File: config.mk
export PLATFORM = sky130hd
export DESIGN_NAME = button_conditioner
export DESIGN_NICKNAME = d
export VERILOG_FILES = /design/src/rtl/button_conditioner_pkg.sv /design/src/rtl/debounce_channel.sv /design/src/rtl/button_conditioner.sv
export SDC_FILE = /design/constraint.sdc
export NUM_CORES = 1
export LEC_CHECK = 0
export ABC_AREA = 1
export BUFFER_PORTS_ARGS = -buffer_cell sky130_fd_sc_hd__buf_2
export CORE_UTILIZATION = 55
export CTS_CLUSTER_DIAMETER = 80
export DETAILED_ROUTE_END_ITERATION = 12
export GPL_TIMING_DRIVEN = 0
export PLACE_DENSITY = 0.72
export SLEW_MARGIN = 20
export SYNTH_ARGS = -nofsm -noshare
export SYNTH_HDL_FRONTEND = slang
export SYNTH_SLANG_ARGS = --single-unit
File: constraint.sdc
create_clock -name clk -period 1.85 [get_ports clk]
set_input_delay 0.37 -clock clk [delete_from_list [all_inputs] [get_ports clk]]
set_output_delay 0.37 -clock clk [all_outputs]
set_load 0.02 [all_outputs]
File: src/rtl/button_conditioner_pkg.sv
// Shared types and constants for the two-channel button conditioner (package btn_pkg).
// Holds the per-channel FSM state encoding, default timing constants and a counter-width helper.
package btn_pkg;

  typedef enum logic [1:0] {
    ST_IDLE         = 2'd0,
    ST_PRESS_WAIT   = 2'd1,
    ST_PRESSED      = 2'd2,
    ST_RELEASE_WAIT = 2'd3
  } btn_state_t;

  // 10 ms debounce and 1 s long-press hold at 27 MHz
  localparam int DEFAULT_DEBOUNCE_CYCLES = 270000;
  localparam int DEFAULT_LONG_CYCLES     = 27000000;

  function automatic int cnt_width(input int a, input int b);
    int m;
    m = (a > b) ? a : b;
    return $clog2(m);
  endfunction

endpackage

File: src/rtl/debounce_channel.sv
// One button channel: 2-flop synchronizer, debounce FSM and counter, registered pulses.
// Long-press hold counter is only built when LONG_PRESS_EN is defined.
module debounce_channel
  import btn_pkg::*;
#(
  parameter int DEBOUNCE_CYCLES = DEFAULT_DEBOUNCE_CYCLES,
  parameter int LONG_CYCLES     = DEFAULT_LONG_CYCLES
) (
  input  logic clk,
  input  logic rst_n,
  input  logic i_btn_n,
  output logic o_level,
  output logic o_press,
  output logic o_release,
  output logic o_long_press
);

  localparam int CW = cnt_width(DEBOUNCE_CYCLES, LONG_CYCLES);
  localparam logic [CW-1:0] DB_LAST = CW'(DEBOUNCE_CYCLES - 1);
  localparam logic [CW-1:0] CNT_MAX = '1;

  logic [1:0]    r_sync;
  btn_state_t    r_state;
  btn_state_t    w_state_next;
  logic [CW-1:0] r_cnt;
  logic [CW-1:0] w_cnt_next;
  logic [CW-1:0] w_cnt_inc;
  logic          w_low;
  logic          w_press_next;
  logic          w_release_next;
  logic          w_level_next;
  logic          r_level;
  logic          r_press;
  logic          r_release;

  assign w_low     = ~r_sync[1];
  assign w_cnt_inc = (r_cnt == CNT_MAX) ? r_cnt : r_cnt + 1'b1;

  always_ff @(posedge clk or negedge rst_n) begin
    if (!rst_n) begin
      r_sync    <= 2'b11;
      r_state   <= ST_IDLE;
      r_cnt     <= '0;
      r_level   <= 1'b0;
      r_press   <= 1'b0;
      r_release <= 1'b0;
    end else begin
      r_sync    <= {r_sync[0], i_btn_n};
      r_state   <= w_state_next;
      r_cnt     <= w_cnt_next;
      r_level   <= w_level_next;
      r_press   <= w_press_next;
      r_release <= w_release_next;
    end
  end

  always_comb begin
    w_state_next   = r_state;
    w_cnt_next     = r_cnt;
    w_press_next   = 1'b0;
    w_release_next = 1'b0;
    case (r_state)
      ST_IDLE: begin
        if (w_low) begin
          w_state_next = ST_PRESS_WAIT;
          w_cnt_next   = '0;
        end
      end
      ST_PRESS_WAIT: begin
        if (!w_low) begin
          w_state_next = ST_IDLE;
        end else if (r_cnt == DB_LAST) begin
          w_state_next = ST_PRESSED;
          w_press_next = 1'b1;
        end else begin
          w_cnt_next = w_cnt_inc;
        end
      end
      ST_PRESSED: begin
        if (!w_low) begin
          w_state_next = ST_RELEASE_WAIT;
          w_cnt_next   = '0;
        end
      end
      ST_RELEASE_WAIT: begin
        if (w_low) begin
          w_state_next = ST_PRESSED;
        end else if (r_cnt == DB_LAST) begin
          w_state_next   = ST_IDLE;
          w_release_next = 1'b1;
        end else begin
          w_cnt_next = w_cnt_inc;
        end
      end
      default: w_state_next = ST_IDLE;
    endcase
    w_level_next = (w_state_next == ST_PRESSED) || (w_state_next == ST_RELEASE_WAIT);
  end

  assign o_level   = r_level;
  assign o_press   = r_press;
  assign o_release = r_release;

`ifdef LONG_PRESS_EN
  localparam logic [CW-1:0] LONG_LAST = CW'(LONG_CYCLES - 1);

  logic [CW-1:0] r_hold;
  logic          r_long_done;
  logic          r_long;

  // Hold time only accrues while PRESSED; a bounce through RELEASE_WAIT pauses it without restarting.
  always_ff @(posedge clk or negedge rst_n) begin
    if (!rst_n) begin
      r_hold      <= '0;
      r_long_done <= 1'b0;
      r_long      <= 1'b0;
    end else begin
      r_long <= 1'b0;
      if (r_state == ST_IDLE || r_state == ST_PRESS_WAIT) begin
        r_hold      <= '0;
        r_long_done <= 1'b0;
      end else if (r_state == ST_PRESSED) begin
        if (r_hold == LONG_LAST) begin
          if (!r_long_done) begin
            r_long      <= 1'b1;
            r_long_done <= 1'b1;
          end
        end else begin
          r_hold <= r_hold + 1'b1;
        end
      end
    end
  end

  assign o_long_press = r_long;
`else
  assign o_long_press = 1'b0;
`endif

endmodule

File: src/rtl/button_conditioner.sv
// Two-channel debouncer for active-low board buttons with press/release/long-press pulses.
// Long-press detection is enabled by defining LONG_PRESS_EN.
module button_conditioner
  import btn_pkg::*;
#(
  parameter int DEBOUNCE_CYCLES = DEFAULT_DEBOUNCE_CYCLES,
  parameter int LONG_CYCLES     = DEFAULT_LONG_CYCLES
) (
  input  logic       clk,
  input  logic       rst_n,
  input  logic [1:0] btn_n,
  output logic [1:0] level,
  output logic [1:0] press,
  // "release" is a reserved word, hence the suffix
  output logic [1:0] release_pulse,
  output logic [1:0] long_press
);

  for (genvar gi = 0; gi < 2; gi++) begin : g_ch
    debounce_channel #(
      .DEBOUNCE_CYCLES(DEBOUNCE_CYCLES),
      .LONG_CYCLES    (LONG_CYCLES)
    ) u_channel (
      .clk         (clk),
      .rst_n       (rst_n),
      .i_btn_n     (btn_n[gi]),
      .o_level     (level[gi]),
      .o_press     (press[gi]),
      .o_release   (release_pulse[gi]),
      .o_long_press(long_press[gi])
    );
  end

endmodule

==> impl_metrics.env, run 1 <==
export IMPL_status="completed"
export IMPL_cell_internal_pwr_uw=2411
export IMPL_clkLatencyLatePin_ps=340
export IMPL_initial_core_util=0.5762
export IMPL_syn_cell_area_um2=4224
export IMPL_grt_overflow=0
export IMPL_worstPathMaxFanout=10
export IMPL_leakagePower_uw=0.002130
export IMPL_fin_crit_sh=0.9280
export IMPL_antenna_cells=0
export IMPL_timing_rr_start="g_ch[1].u_channel.r_cnt[0]$_DFFE_PN0P_"
export IMPL_synth_distinct_cells=33
export IMPL_finalNonFillerCells=773
export IMPL_met1_usage=0.3214
export IMPL_endpoint="g_ch[1].u_channel.r_cnt[14]$_DFFE_PN0P_"
export IMPL_grt_busiest_layer="met2"
export IMPL_cts_buffers=9
export IMPL_ir_worst_vdd_v=0.0003983
export IMPL_first_global_vias=3756
export IMPL_setup_viol=0
export IMPL_r2r_end="g_ch[1].u_channel.r_cnt[14]$_DFFE_PN0P_"
export IMPL_pwr_share_clk=0.468
export IMPL_htree_levels=3
export IMPL_drive_above_1_share=0.1350
export IMPL_layout_commonest_cell="nand2_1"
export IMPL_hold_viol=0
export IMPL_die_y_um=89.64
export IMPL_tritoncts="yes"
export IMPL_clkTransAtPathRegs_ps=80
export IMPL_via_count=3971
export IMPL_switchingPower_uw=720.7
export IMPL_fmax_ghz=0.5825
export IMPL_path_class="flip-flop to flip-flop"
export IMPL_clkSinkCount=64
export IMPL_dp_hpwl_um=7834
export IMPL_hold_slack_ps=121.1
export IMPL_synth_seq_cells=64
export IMPL_seq_area_frac_synth=0.3803
export IMPL_drc_errors=0
export IMPL_worstPathArrival_ps=1940
export IMPL_pwr_share_seq=0.463
export IMPL_clk_path_buf_depth=2
export IMPL_rows=31
export IMPL_drt_iter0_drc=166
export IMPL_grt_usage=0.2914
export IMPL_final_cell_mix="nand2_1, nor2_1, dfrtp_1, inv_1, nand3_1"
export IMPL_via_per_inst=5.137
export IMPL_worstMarginPinSlew_ps=611.1
export IMPL_ant_nets=0
export IMPL_p_comb_frac=0.069
export IMPL_routed_wl_um=10530
export IMPL_power_density_nw_per_um2=653.0
export IMPL_grt_pass1_wl_um=17530
export IMPL_hold_path_class="input port to flip-flop"
export IMPL_wl_per_cell_um=13.63
export IMPL_cts_root_buffer="clkbuf_8"
export IMPL_sw_frac_of_total=0.2301
export IMPL_slew_headroom=0.5926
export IMPL_die_w_um=89.64
export IMPL_worstPathRequired_ps=2080
export IMPL_syn2layout_area_growth_pct=13.54
export IMPL_antenna_found_initial=0
export IMPL_coreArea_um2=7331
export IMPL_finalClockSkew_ps=12.60
export IMPL_syn_inst=637
export IMPL_slew_violations=0
export IMPL_crit_chain="ha_4 -> inv_2 -> nor2_4 -> nand2_2 -> nor2_4 -> nand2_2 -> nand2_2 -> nor2_4 -> buf_6 -> nand3_1 -> nand2_1"
export IMPL_num_io_pins=12
export IMPL_crit_path_end_kind="flip-flop"
export IMPL_finalCriticalPeriod_ps=1717
export IMPL_routabilityCongestion=0.9912
export IMPL_critPathSlowestCell="dfrtp_2"
export IMPL_fin_nets=675
export IMPL_dpl_cell_count=747
export IMPL_cp_startpoint="g_ch[1].u_channel.r_cnt[0]$_DFFE_PN0P_"
export IMPL_grt_max_degree=38
export IMPL_reg2reg_depth=11
export IMPL_setup_worst_path_start_class="flip-flop"
export IMPL_slowest_delay_ps=420
export IMPL_drtPass1Iterations=5
export IMPL_yosysWarnings=0
export IMPL_globalRouteMet2Util=0.5413
export IMPL_die_area_um2=8034
export IMPL_drv_cap=0
export IMPL_synth_area_per_cell_um2=6.631
export IMPL_reg2reg_slack_ps=130
export IMPL_io_buffers=9
export IMPL_use_met3=0.05484
critical path, delay by kind of cell (launching register included):
family | cells | cell delay, ps
buffers and inverters | 2 | 210
adders and majority gates | 1 | 190
DFF | 1 | 420
and+or+nand+nor | 8 | 770
how the worst min path moves through the flow:
stage / from / to / slack, ps / cells past startpoint
after floorplan: rst_n / g_ch[0].u_channel.o_level$_DFF_PN0_ / 70 / 0
after global placement: g_ch[1].u_channel.r_sync[0]$_DFF_PN1_ / g_ch[1].u_channel.r_sync[1]$_DFF_PN1_ / 350 / 0
after detailed placement: rst_n / g_ch[0].u_channel.r_cnt[7]$_DFFE_PN0P_ / 310 / 1
after CTS: btn_n[0] / g_ch[0].u_channel.r_sync[0]$_DFF_PN1_ / 110 / 1
after global routing: btn_n[0] / g_ch[0].u_channel.r_sync[0]$_DFF_PN1_ / 110 / 1
final: btn_n[0] / g_ch[0].u_channel.r_sync[0]$_DFF_PN1_ / 120 / 1
power by group through the flow:
stage               logic [uW]  registers, uW  clock network (uW)
floorplan                  107           1470                   0
global placement           169           1480                   0
detailed placement         179           1480                   0
CTS                        195           1450                1500
global route               241           1450                1540
finish                     216           1450                1470
through the flow:
step | total power [uW] | worst slack (ps) | instance area (um2) | utilization | TNS, ps
after floorplan | 1577 | 188.7 | 4228 | - | 0
after detailed placement | 1656 | -220.7 | 4419 | 0.6028 | -7561
after global placement | 1646 | -214.4 | 4397 | 0.5998 | -6775
final | 3132 | 133.2 | 4796 | 0.6542 | 0
after CTS | 3147 | 35.04 | 4722 | 0.6441 | 0
after global routing | 3235 | -6.931 | 4796 | 0.6542 | -6.931
metal layers:
metal / part of all wire / wire [um] / vias to the layer above
met5: 0 / 0 / -
met4: 0.032 / 342 / 0
met3: 0.033 / 346 / 25
met2: 0.51 / 5424 / 88
met1: 0.42 / 4418 / 1822
li1: - / - / 2036
cells in the mapped netlist, drive strengths merged:
cell type  number  area share
nand4           8       0.012
nand3b          3      0.0053
clkbuf          2      0.0018
xor2           16       0.033
nor2          123        0.12
clkinv          1     0.00089
ha              2      0.0059
nand3          52       0.070
conb            1     0.00089
or2             4      0.0059
inv            57       0.051
o21bai          1      0.0018
a21oi           3      0.0036
buf            19       0.035
nor3            7      0.0083
o21ai          33       0.041
nor4            2      0.0030
dfrtp          60        0.36
xnor2           4      0.0083
nand2         235        0.21
dfstp           4       0.025
area by class of cell:
type,count,area [um2]
tap,99,123.9
clock buffer,14,182.7
buffer,21,153.9
sequential,64,1609
multi-input combinational,495,2298
fill,664,2535
inverter,58,222.7
clock inverter,2,60.06
timing repair buffer,20,145.1
registers in the layout, indices dropped and copies added, names as in the netlist:
signal,count
g_ch.u_channel.r_cnt,50
g_ch.u_channel.r_state,4
g_ch.u_channel.o_level,2
g_ch.u_channel.o_release,2
g_ch.u_channel.r_sync,4
g_ch.u_channel.o_press,2
repair_timing:
item	in CTS	in global routing
hold buffers	1	0
resized for setup	6	6
pin swaps	1	1
hold endpoints to repair	23	0
endpoints found under the setup margin	52	33
buffers inserted	3	6
logic make-up after synthesis:
group                      count (synthesis)  share of synthesized area
DFF                                       64                     0.3803
other                                      1                  0.0008878
xor gates and xnor gates                  20                    0.04147
AOI/OAI and AO/OA                         37                    0.04621
buffers and inverters                     79                    0.08856
and+or+nand+nor                          434                     0.4366
adders and majority gates                  2                   0.005923
No activity file was read; power rests on OpenSTA's default activity.
==> inputs of run 2 (changes only) <==
--- a/config.mk
+++ b/config.mk
@@ -5,7 +5,7 @@
 export SDC_FILE = /design/constraint.sdc
 export NUM_CORES = 1
 export LEC_CHECK = 0
-export ABC_AREA = 1
+export ABC_AREA = 0
 export BUFFER_PORTS_ARGS = -buffer_cell sky130_fd_sc_hd__buf_2
 export CORE_UTILIZATION = 55
 export CTS_CLUSTER_DIAMETER = 80
==> run 2 against run 1 <==
Global-route usage is 1.8 points higher. Synthesized cell count down 41%. The run now ends with setup timing left. Total power is 3.3% lower. Critical path type unchanged. Combinational power grew 36%. Sequential cell count unchanged. Clock skew shrank 2.1 ps. Synthesized area fell by 14%. Worst setup slack got worse by 430 ps.
==> impl_metrics.env, run 2 <==
export IMPL_cts_buffers=9
export IMPL_status="complete, but fails checks"
export IMPL_grt_usage=0.3096
export IMPL_synth_edf_count=0
export IMPL_synthArstFlopShare=1.000
export IMPL_grt_pass1_wl_um=16980
export IMPL_reg2reg_depth=7
export IMPL_clk_path_buf_depth=2
export IMPL_place_area_um2=3890
export IMPL_synth_area_per_cell_um2=9.534
export IMPL_clkSinkCount=64
export IMPL_fin_nets=467
export IMPL_slew_violations=0
export IMPL_crit_family="compound AO/OA/AOI/OAI gates"
export IMPL_die_y_um=83.06
export IMPL_crit_path_end_kind="flip-flop"
export IMPL_drc_errors=0
export IMPL_synth_most_common_cell="dfrtp_1"
export IMPL_initial_core_util=0.5691
export IMPL_grt_max_degree=37
export IMPL_finalNonFillerCells=543
export IMPL_synth_seq_cells=64
export IMPL_clkTransAtPathRegs_ps=70
export IMPL_setup_worst_path_start_class="flip-flop"
export IMPL_grt_overflow=0
export IMPL_tns_ps=-12840
export IMPL_syn_cell_area_um2=3613
export IMPL_yosysWarnings=0
export IMPL_antenna_found_initial=0
export IMPL_tritoncts="yes"
export IMPL_synth_distinct_cells=56
export IMPL_worstPathRequired_ps=2120
export IMPL_drtPass1Iterations=7
export IMPL_syn_inst=379
export IMPL_ir_worst_vdd_v=0.0005135
export IMPL_routabilityCongestion=0.8962
export IMPL_power_total_uw=3027
export IMPL_setup_viol=59
export IMPL_via_count=3749
export IMPL_io_buffers=9
export IMPL_crit_chain="nor4bb_1 -> nand4_1 -> o41ai_4 -> buf_6 -> clkbuf_16 -> o31ai_2 -> a21oi_2"
export IMPL_drv_cap=0
export IMPL_hold_path_class="input port to flip-flop"
export IMPL_fin_crit_sh=1.160
export IMPL_first_global_vias=3412
export IMPL_layout_commonest_cell="buf_4"
export IMPL_fin_ws_ps=-295.4
export IMPL_violations="setup timing"
export IMPL_critPathSlowestCell="dfrtp_1"
export IMPL_rows=29
export IMPL_final_area_um2=5101
export IMPL_hold_viol=0
export IMPL_routed_wl_um=11480
export IMPL_regMostFlops="g_ch.u_channel.r_cnt"
export IMPL_path_class="flip-flop to flip-flop"
export IMPL_crit_buf_inv=2
export IMPL_wl_per_cell_um=21.15
export IMPL_leakagePower_uw=0.002211
export IMPL_die_w_um=83.06
export IMPL_reg_largest_list="g_ch.u_channel.r_cnt (50), g_ch.u_channel.r_state (4), g_ch.u_channel.r_sync (4)"
export IMPL_whs_path_depth=1
export IMPL_slowest_delay_ps=420
export IMPL_ant_nets=0
export IMPL_fmax_ghz=0.4661
export IMPL_drive_above_1_share=0.4464
export IMPL_worstMarginPinSlew_ps=588.1
export IMPL_num_io_pins=12
export IMPL_coreArea_um2=6350
export IMPL_die_area_um2=6898
export IMPL_dp_hpwl_um=6120
export IMPL_netlist_top_cells_count="dfrtp_1, o31ai_1, nand2_1, a21oi_1"
export IMPL_drt_iter0_drc=393
export IMPL_worstPathArrival_ps=2420
export IMPL_rsz0062_at_grt="yes"
export IMPL_finalCriticalPeriod_ps=2145
export IMPL_seq_area_frac_synth=0.4446
export IMPL_syn2layout_area_growth_pct=41.17
export IMPL_dpl_cell_count=467
export IMPL_yosysTopAreaCell="dfrtp_1"
export IMPL_clkLatencyLatePin_ps=350
export IMPL_cts_root_buffer="clkbuf_8"
export IMPL_synth_main_ff_cell="dfrtp_1"
export IMPL_n_fill_cell=352
export IMPL_worstPathMaxFanout=9
export IMPL_netlist_top_cells_area="dfrtp_1, o31ai_1, or4_1"
export IMPL_slew_headroom=0.6079
export IMPL_largest_reg_flops=50
export IMPL_finalClockSkew_ps=10.46
export IMPL_antenna_cells=0
export IMPL_final_cell_mix="buf_4, dfrtp_1, nand2_1, o31ai_1, nand4_1"
export IMPL_post_route_util=0.8034
export IMPL_yosys_area_top_type_share=0.4155
export IMPL_path_depth=7
export IMPL_via_per_inst=6.904
export IMPL_power_density_nw_per_um2=593.4
export IMPL_htree_levels=3
-- run 2: cell count changes after synthesis, moves of 14 or more --
cell | before | now
nand3_1 | 46 | 17
xor2_1 | 16 | 1
and3_1 | 0 | 14
nor2_1 | 116 | 10
o21ai_0 | 29 | 14
or4_1 | 0 | 21
a21oi_1 | 3 | 22
inv_1 | 54 | 4
o31ai_1 | 0 | 38
nand2_1 | 229 | 29
-- run 2: worst paths after layout --
kind                            slack, ps                                    start                                      end
worst max-delay path                 -300  g_ch[1].u_channel.r_cnt[14]$_DFFE_PN0P_   g_ch[1].u_channel.r_cnt[7]$_DFFE_PN0P_
worst min-delay path                  120                                 btn_n[1]    g_ch[1].u_channel.r_sync[0]$_DFF_PN1_
worst max register to register       -300  g_ch[1].u_channel.r_cnt[14]$_DFFE_PN0P_   g_ch[1].u_channel.r_cnt[7]$_DFFE_PN0P_
worst min register to register        360    g_ch[1].u_channel.r_sync[0]$_DFF_PN1_    g_ch[1].u_channel.r_sync[1]$_DFF_PN1_
max in group asynchronous             780                                    rst_n    g_ch[0].u_channel.r_sync[0]$_DFF_PN1_
min in group asynchronous             480                                    rst_n  g_ch[1].u_channel.r_cnt[21]$_DFFE_PN0P_
-- run 2: final cells by class --
type	count	area, um2	share of cell area
inverter	7	33.78	0.006623
sequential	64	1625	0.3186
tap	77	96.34	0.01889
buffer	26	239.0	0.04685
multi-input combinational	276	2252	0.4415
clock inverter	3	40.04	0.007849
clock buffer	13	158.9	0.03115
timing repair buffer	77	655.6	0.1285
-- run 2: per-layer routing --
layer  global-route usage  up-vias  wire [um]
met4               0.1395        0        316
met3              0.05467       43        896
li1                     -     1656          -
met2               0.4627      209       5300
met1               0.4409     1841       4968
met5                    0        -          0
-- run 2: cells by family after synthesis --
group | share of synthesized area
and+or+nand+nor | 0.2697
xor gates and xnor gates | 0.004849
other | 0.001038
AOI/OAI and AO/OA | 0.2057
DFF | 0.4446
buffers and inverters | 0.06163
adders and majority gates | 0.006924
muxes | 0.005540
-- run 2: report_power, final --
part           switching [uW]  internal, uW  total (uW)
registers                56.2          1440        1490
logic                     164           129         293
clock network             549           693        1240
total                     769          2260        3030
-- run 2: through the flow --
step,setup WS (ps),hold slack [ps]
after CTS,-253.0,123.6
after global placement,-608.6,346.9
after detailed placement,-564.7,319.0
after floorplan,-237.1,74.41
final,-295.4,124.4
after global routing,-375.0,113.3
-- run 2: repair_timing --
item / in CTS / in global routing
endpoints found under the hold margin: 26 / 0
endpoints found under the setup margin: 60 / 60
hold buffers: 1 / 0
pin swaps: 29 / 15
cloned: 2 / 1
setup buffers: 40 / 24
gates resized for setup: 53 / 62
